`src/rtl/step_move_sequencer.sv`:
```
// step_move_sequencer: trapezoidal-profile step pulse scheduler with abort and done handshake.
// Optional POSITION_TRACK_EN adds a signed step position counter (pos_out, pos_clr).
module step_move_sequencer #(
    parameter int STEP_W    = 16,
    parameter int DIV_W     = 21,
    parameter int START_DIV = 1000,
    parameter int MIN_DIV   = 50,
    parameter int ACCEL_DEC = 10
) (
    input  logic               clk,
    input  logic               resetb,
    input  logic               cmd_valid,
    output logic               cmd_ready,
    input  logic               cmd_dir,
    input  logic [STEP_W-1:0]  cmd_steps,
    input  logic [DIV_W-1:0]   cmd_div,
    input  logic               abort,
    output logic               step_pulse,
    output logic               dir_out,
    output logic               busy,
    output logic               done,
    output logic               aborted,
    output logic [STEP_W-1:0]  steps_left
`ifdef POSITION_TRACK_EN
    ,
    input  logic               pos_clr,
    output logic signed [31:0] pos_out
`endif
);
    localparam logic [DIV_W-1:0] START = DIV_W'(START_DIV);
    localparam logic [DIV_W-1:0] MIN   = DIV_W'(MIN_DIV);
    localparam logic [DIV_W-1:0] DEC   = DIV_W'(ACCEL_DEC);

    typedef enum logic [2:0] {IDLE, ACCEL, CRUISE, DECEL, FIN} state_t;

    state_t            state, state_n;
    logic [DIV_W-1:0]  cur, cur_n, tgt, tgt_n, tick, tick_n, div_c;
    logic [STEP_W-1:0] ramp, ramp_n, left_n;
    logic              dir_n, pulse_n, done_n, aborted_n, fire;

    // one ramp step slower, capped at the start period without overflowing
    function automatic logic [DIV_W-1:0] slow(input logic [DIV_W-1:0] p);
        return (START < DEC || p >= START - DEC) ? START : p + DEC;
    endfunction

    function automatic logic [STEP_W-1:0] ramp_dn(input logic [STEP_W-1:0] r);
        return (r == '0) ? '0 : r - STEP_W'(1);
    endfunction

    always_comb begin
        state_n   = state;
        cur_n     = cur;
        tgt_n     = tgt;
        tick_n    = tick;
        ramp_n    = ramp;
        left_n    = steps_left;
        dir_n     = dir_out;
        pulse_n   = 1'b0;
        done_n    = 1'b0;
        aborted_n = aborted;
        fire      = 1'b0;
        div_c     = (cmd_div < MIN) ? MIN : cmd_div;
        case (state)
            IDLE: if (cmd_valid) begin
                tgt_n     = div_c;
                cur_n     = (div_c < START) ? START : div_c;
                tick_n    = '0;
                ramp_n    = '0;
                left_n    = cmd_steps;
                dir_n     = cmd_dir;
                aborted_n = 1'b0;
                done_n    = (cmd_steps == '0);
                state_n   = (cmd_steps == '0) ? IDLE : (div_c < START) ? ACCEL : CRUISE;
            end
            FIN: begin
                state_n   = IDLE;
                done_n    = 1'b1;
                aborted_n = aborted | abort;
            end
            default: begin
                fire   = (tick >= cur - DIV_W'(1));
                tick_n = fire ? '0 : tick + DIV_W'(1);
                if (fire) begin
                    pulse_n = 1'b1;
                    left_n  = steps_left - STEP_W'(1);
                    if (left_n == '0)
                        state_n = FIN;
                    else if (state == ACCEL && left_n > ramp) begin
                        cur_n   = (cur - tgt > DEC) ? cur - DEC : tgt;
                        ramp_n  = ramp + STEP_W'(1);
                        state_n = (cur_n == tgt) ? CRUISE : ACCEL;
                    end else if (state != CRUISE || left_n <= ramp) begin
                        cur_n   = slow(cur);
                        ramp_n  = ramp_dn(ramp);
                        state_n = DECEL;
                    end
                end
                // abort acts on the post-pulse result; entering DECEL applies the entry step
                if (abort) begin
                    aborted_n = 1'b1;
                    if (state_n != FIN) begin
                        if (ramp_n < left_n) left_n = ramp_n;
                        if (state_n != DECEL) begin
                            cur_n  = slow(cur_n);
                            ramp_n = ramp_dn(ramp_n);
                        end
                        state_n = (left_n != '0) ? DECEL : fire ? FIN : IDLE;
                        done_n  = (left_n == '0) && !fire;
                    end
                end
            end
        endcase
    end

    always_ff @(posedge clk or negedge resetb) begin
        if (!resetb) begin
            state      <= IDLE;
            cur        <= '0;
            tgt        <= '0;
            tick       <= '0;
            ramp       <= '0;
            steps_left <= '0;
            dir_out    <= 1'b0;
            step_pulse <= 1'b0;
            done       <= 1'b0;
            aborted    <= 1'b0;
        end else begin
            state      <= state_n;
            cur        <= cur_n;
            tgt        <= tgt_n;
            tick       <= tick_n;
            ramp       <= ramp_n;
            steps_left <= left_n;
            dir_out    <= dir_n;
            step_pulse <= pulse_n;
            done       <= done_n;
            aborted    <= aborted_n;
        end
    end

    assign cmd_ready = (state == IDLE);
    assign busy      = (state != IDLE);

`ifdef POSITION_TRACK_EN
    always_ff @(posedge clk or negedge resetb) begin
        if (!resetb)
            pos_out <= '0;
        else if (pos_clr)
            pos_out <= '0;
        else if (step_pulse)
            pos_out <= dir_out ? pos_out + 32'sd1 : pos_out - 32'sd1;
    end
`endif
endmodule

```
`config.mk`:
```
export PLATFORM = sky130hd
export DESIGN_NAME = step_move_sequencer
export DESIGN_NICKNAME = d
export VERILOG_FILES = /design/src/rtl/step_move_sequencer.sv
export SDC_FILE = /design/constraint.sdc
export NUM_CORES = 1
export LEC_CHECK = 0
export BUFFER_PORTS_ARGS = -buffer_cell sky130_fd_sc_hd__buf_2
export CAP_MARGIN = 0
export CORE_ASPECT_RATIO = 2
export CORE_MARGIN = 5
export CORE_UTILIZATION = 29
export CTS_CLUSTER_DIAMETER = 40
export DETAILED_ROUTE_END_ITERATION = 10
export PLACE_DENSITY = 0.46
export SLEW_MARGIN = 30
export SYNTH_ARGS = -nofsm -noshare
export SYNTH_HDL_FRONTEND = slang
export SYNTH_SLANG_ARGS = --single-unit
```
`constraint.sdc`:
```
create_clock -name clk -period 6.7 [get_ports clk]
set_input_delay 0.335 -clock clk [delete_from_list [all_inputs] [get_ports clk]]
set_output_delay 0.335 -clock clk [all_outputs]
set_load 0.05 [all_outputs]
```
Word-level counts from Yosys, hierarchy flattened
Index checks and enable logic that the tools add are counted.
Operators by class
  order comparisons: 9
  $add $sub $neg: 10
  bitwise gates (word level): 2
  reductions and logical operators: 17
  multiplexer cells: 63
  equality and inequality tests: 7
Operators with widths (number)
  21-bit 2-to-1 mux: 16
  16-bit 2-to-1 mux: 20
  21-bit one-hot mux with 2 select lines: 2
  16-bit logical NOT: 5
  16-bit one-hot mux with 2 select lines: 2
  16-bit by 1-bit subtractor with 16-bit output, second input constant: 3
  21-bit by 4-bit adder with 21-bit output, second input constant: 2
  21-bit by 10-bit greater-or-equal comparator with 1-bit output, second input constant: 2
  3-bit 2-to-1 mux: 10
  21-bit by 1-bit adder with 21-bit output, second input constant: 1
  21-bit == test: 1
  21-bit greater-or-equal comparator: 1
  21-bit by 4-bit > comparator with 1-bit output, second input constant: 1
  21-bit by 10-bit < comparator with 1-bit output, second input constant: 1
  21-bit by 6-bit < comparator with 1-bit output, second input constant: 1
  21-bit by 1-bit subtractor with 21-bit output, second input constant: 1
  21-bit subtractor: 1
  21-bit by 4-bit subtractor with 21-bit output, second input constant: 1
  16-bit by 1-bit adder with 16-bit output, second input constant: 1
  16-bit > comparator: 1
  16-bit less-or-equal comparator: 1
  16-bit < comparator: 1
  16-bit nonzero test: 1
  1-bit 2-to-1 mux: 7
  other kinds (17): 25
Storage, ports and cells
  bits in registers: 102
  output and inout port bits: 22
  word-level logic and storage cells: 118

Longest topological paths before layout
  depth after elaboration: 18
  gate-level depth with buffers: 33
  mapped depth without buffers: 29

Worst setup path after synthesis
Ideal clock, no wire load.
  path type: register to register
  from: reg steps_left[2]
  to: reg steps_left[15]
  buffers on the path: 5
  arrival time: 6228 ps
  clock period less this slack: 6365 ps
  setup time: 137 ps
  cell stages (with the launch flop): 28
  setup slack: 335 ps
  path through: dfrtp_1 clkbuf_1 nor4_2 nand4b_1 nor2_1 xor2_1 ha_1 nand3_1 nor3_1 and2_1 nor4b_1 and2_1 clkbuf_1 clkbuf_1 a221oi_1 o221ai_1 ha_1 a21o_1 a21o_1 a21oi_1 a211oi_1 nand3_1 o211ai_1 clkbuf_1 clkbuf_1 o21ai_0 nand3_1 o21ai_0
On the way
  word-level cells in the longest chain between the ends: 16
  elaborated cells between the ends (all ways): 27
  classes of those cells: add/sub (1); order compare (3); eq/ne (1); mux (19); reduce/logical (3)
RTL lines
  start, declared: line 23  | output logic [STEP_W-1:0] steps_left
  start signal, assigned: line 133  | steps_left <= left_n;
  16-bit by 1-bit subtractor with 16-bit output: line 85  | left_n = steps_left - STEP_W'(1);
  16-bit less-or-equal comparator: line 92  | end else if (state != CRUISE || left_n <= ramp) begin
  1-bit logical OR: line 92
  16-bit 2-to-1 mux: line 92
  16-bit 2-to-1 mux: line 88  | else if (state == ACCEL && left_n > ramp) begin
  16-bit 2-to-1 mux: line 86  | if (left_n == '0)
  16-bit 2-to-1 mux: line 83  | if (fire) begin
  16-bit 2-to-1 mux: line 63  | case (state)
  16-bit < comparator: line 102  | if (ramp_n < left_n) left_n = ramp_n;
  16-bit 2-to-1 mux: line 102
  16-bit 2-to-1 mux: line 101  | if (state_n != FIN) begin
  16-bit 2-to-1 mux: line 99  | if (abort) begin
  16-bit 2-to-1 mux: line 63
  16-bit 2-to-1 mux: line 101
  16-bit 2-to-1 mux *: line 99
  16-bit one-hot mux with 2 select lines *: line 63
Every way passes the cells marked *; elsewhere a longest branch is shown, timed or not. The select of a mux whose other input is x is not followed.
A chain may end at the register's enable or synchronous reset.

Worst setup path after layout
  from: reg steps_left[5]
  to: reg state[2]
On the way
  word-level cells in the longest chain between the ends: 18
  elaborated cells between the ends (all ways): 29
  classes of those cells: add/sub (1); order compare (3); eq/ne (1); mux (20); reduce/logical (4)
RTL lines
  16-bit by 1-bit subtractor with 16-bit output: line 85
  16-bit less-or-equal comparator: line 92
  1-bit logical OR: line 92
  16-bit 2-to-1 mux: line 92
  16-bit 2-to-1 mux: line 88
  16-bit 2-to-1 mux: line 86
  16-bit 2-to-1 mux: line 83
  16-bit 2-to-1 mux: line 63
  (+2 left out)
  16-bit 2-to-1 mux: line 101
  16-bit 2-to-1 mux: line 99
  16-bit 2-to-1 mux: line 63
  16-bit nonzero test: line 107  | state_n = (left_n != '0) ? DECEL : fire ? FIN : IDLE;
  3-bit 2-to-1 mux: line 107
  3-bit 2-to-1 mux: line 101
  3-bit 2-to-1 mux *: line 99
  3-bit one-hot mux with 2 select lines *: line 63
  end signal, assigned: line 128  | state <= state_n;
  end, declared: line 36  | state_t state, state_n;
Marks and branches as above.

==> impl_metrics.env <==
export IMPL_status="complete, but fails checks"
export IMPL_violations="negative hold slack"
export IMPL_synth_edff_count=0
export IMPL_diodes=0
export IMPL_reg2regPathDepth=27
export IMPL_antenna_found_initial=1
export IMPL_hp_class="in -> async"
export IMPL_die_area_mm2=0.04405
export IMPL_fin_cells=2147
export IMPL_maxCapViolCount=0
export IMPL_ys_flop_type="dfrtp_1"
export IMPL_via_per_inst=5.924
export IMPL_layout_drive_gt1_share_pct=13.75
export IMPL_insertion_delay_ns=0.39
export IMPL_yosysSeqAreaShare_pct=22.16
export IMPL_std_cell_rows=103
export IMPL_crit_type="reg -> reg"
export IMPL_cts_hold_buffers=0
export IMPL_nets=1744
export IMPL_grt_pass1_vias=13230
export IMPL_endpoint="state[2]"
export IMPL_slew_headroom_pct=37.18
export IMPL_fin_skew_ns=0.01539
export IMPL_whs_ns=-0.008665
export IMPL_layout_min_cycle_time_ns=6.378
export IMPL_switching_power_mw=4.223
export IMPL_r2r_end="state[2]"
export IMPL_slowest_stage="dfrtp_1"
export IMPL_p_comb_share_pct=76.4
export IMPL_worst_path_stages=27
export IMPL_crit_buf_inv=4
export IMPL_synth_seq_cells=102
export IMPL_p_per_area_mw_per_mm2=547.7
export IMPL_grt_usage_pct=25.34
export IMPL_wl_per_cell_um=25.99
export IMPL_syn_area_mm2=0.01152
export IMPL_yosysUniqueCellTypes=94
export IMPL_critical_path_required_ns=7.02
export IMPL_r2r_start="steps_left[5]"
export IMPL_power_leakage_nw=5.580
export IMPL_rsz0062_at_grt="no"
export IMPL_grt_pass1_wl_um=82460
export IMPL_num_io_pins=64
export IMPL_cts_buffer_depth=2
export IMPL_die_y_um=291.9
export IMPL_place_congestion=1.004
export IMPL_cts_tree="built"
export IMPL_fp_dieW_um=150.9
export IMPL_grt_start_max_net_pins=56
export IMPL_startpoint="steps_left[5]"
export IMPL_htreeDepth=3
export IMPL_yosysWarningCount=0
export IMPL_first_pass_iters=8
export IMPL_slew_viol_final=0
export IMPL_dp_hpwl_um=45060
export IMPL_syn_inst=1540
export IMPL_peakVddDrop_mv=0.2218
export IMPL_areaGrowthSynthToFinish_pct=15.30
export IMPL_slowest_delay_ns=0.48
export IMPL_cp_max_fo=24
export IMPL_startpoint_type="flip-flop"
export IMPL_mostFrequentLayoutCell="nand2_1"
export IMPL_grt_overflow=0
export IMPL_drc=0
export IMPL_fin_crit_sh_pct=95.20
export IMPL_async_flop_share_pct=100.0
export IMPL_cts_buffers=9
export IMPL_vias=12720
export IMPL_path_clk_slew_ns=0.08
export IMPL_dp_cells=2130
export IMPL_io_buffer_count=63
export IMPL_syn_avg_cell_area_um2=7.480
export IMPL_clock_sinks=102
export IMPL_finalSetupViolations=0
export IMPL_ant_nets=0
export IMPL_drt_iter0_markers=982
export IMPL_synthesis_nets=1667
export IMPL_finalHoldViolations=3
export IMPL_start_util_pct=29.21
export IMPL_final_setup_tns_ns=0
export IMPL_endpoint_kind="flip-flop"
export IMPL_p_seq_share_pct=15.8
export IMPL_r2r_setup_slack_ns=0.32
export IMPL_p_int_mw=3.053
export IMPL_cts_root_buf="clkbuf_16"
export IMPL_fmax_mhz=156.8
export IMPL_core_mm2=0.03944
export IMPL_cp_arrival_ns=6.70
export IMPL_swShare_pct=58.04
export IMPL_layout_common_cells="nand2_1 (150), o21ai_0 (149), nor2_1 (109), a21oi_1 (102), dfrtp_1 (102)"
export IMPL_cp_top_family="compound AO/OA/AOI/OAI gates"
export IMPL_worstMarginPinSlew_ns=0.9325
export IMPL_wl_um=55800
export IMPL_clockPowerShare_pct=7.8
## worst min path at each step
stage          startpoint       to  slack [ns]  depth (start not counted)
4_1_cts            resetb   cur[3]        0.02                          1
3_3_place_gp       resetb  ramp[9]        0.43                          1
5_1_grt            resetb  ramp[9]        0.04                          1
6_report           resetb  ramp[9]      -0.009                          1
3_5_place_dp       resetb  ramp[9]        0.44                          1
2_1_floorplan      resetb  aborted        0.04                          0
## worst register-to-register path: stages (launching register included)
cell,delay [ns]
dfrtp_1,0.48
nor4_2,0.32
nand4b_1,0.14
buf_4,0.19
nor3_1,0.26
xor2_1,0.31
ha_1,0.31
a21oi_1,0.13
o22ai_1,0.09
a311oi_1,0.33
o211ai_1,0.25
and2_1,0.26
buf_4,0.24
or3_1,0.40
o21a_1,0.20
nor2_1,0.10
o22a_1,0.27
inv_1,0.08
ha_1,0.32
nand4_1,0.13
nor2_1,0.07
a211oi_1,0.24
o211ai_1,0.13
buf_4,0.21
o41ai_4,0.41
nand2_1,0.12
o221a_2,0.27
nor2_1,0.08
## through the flow
step | utilization, % | cell area (um2) | worst slack, ns | total power [mW]
after floorplan | - | 11520 | 0.3349 | 4.555
after global placement | 32.53 | 12830 | -0.009581 | 6.511
after detailed placement | 32.60 | 12860 | -0.05643 | 6.563
after CTS | 33.36 | 13160 | 0.03393 | 7.168
after global routing | 33.68 | 13280 | 0.01243 | 7.753
final | 33.68 | 13280 | 0.3219 | 7.275
## power by group through the flow
stage          sequential (mW)  clock (mW)  combinational [mW]
3_5_place_dp              1.15           0                5.42
4_1_cts                   1.14       0.587                5.45
3_3_place_gp              1.14           0                5.37
2_1_floorplan             1.20           0                3.36
5_1_grt                   1.17       0.607                5.98
6_report                  1.15       0.570                5.56
## layout make-up
| type | instances | area [um2] |
|---|---|---|
| clock inverter | 6 | 51.30 |
| timing repair buffer | 157 | 1055 |
| multi-input combinational | 1286 | 8499 |
| tap | 525 | 656.9 |
| sequential | 102 | 2552 |
| fill | 4384 | 26150 |
| clock buffer | 10 | 239.0 |
| inverter | 61 | 229.0 |
## registers in the layout (all words and copies together) (netlist names)
signal,flops
steps_left,16
state,3
ramp,16
dir_out,1
done,1
aborted,1
step_pulse,1
tick,21
tgt,21
cur,21
## kinds of logic after synthesis
group,Yosys count,synth area share [%]
simple gates,579,25.92
compound gates,489,26.99
buf+inv,152,5.246
xor+xnor,110,8.363
flops,102,22.16
fa+ha+maj,85,9.297
mux,23,2.031
## synthesized netlist by cell type, drive strengths merged (19+ instances only)
| cell type | n | area (um2) |
|---|---|---|
| xor2 | 39 | 341.6 |
| ha | 84 | 1051 |
| o21ai | 159 | 799.5 |
| nor2 | 114 | 430.4 |
| xnor2 | 71 | 621.9 |
| o22ai | 29 | 181.4 |
| nand4 | 27 | 168.9 |
| nand2 | 150 | 563.0 |
| nor4 | 37 | 265.3 |
| inv | 58 | 217.7 |
| nor2b | 19 | 118.9 |
| a31oi | 21 | 131.4 |
| nand3 | 62 | 310.3 |
| and3 | 33 | 206.5 |
| mux2i | 20 | 200.2 |
| nand2b | 19 | 118.9 |
| a21oi | 104 | 520.5 |
| a21o | 23 | 172.7 |
| clkbuf | 75 | 281.5 |
| dfrtp | 102 | 2552 |
| nor3 | 39 | 200.2 |
## repair_timing
item	4_1_cts	5_1_grt
pin swaps	0	1
setup endpoints to repair	2	44
gates resized for setup	2	22
buffers inserted	0	1
## per-layer routing
metal | wire length (um) | vias to the layer above | track usage [%]
met4 | 6770 | 2 | 24.71
met3 | 1810 | 275 | 3.012
li1 | - | 5857 | -
met1 | 16830 | 6123 | 21.95
met5 | 11 | - | 0
met2 | 30380 | 462 | 47.64
Note: power is estimated with default switching activity, not from simulation.
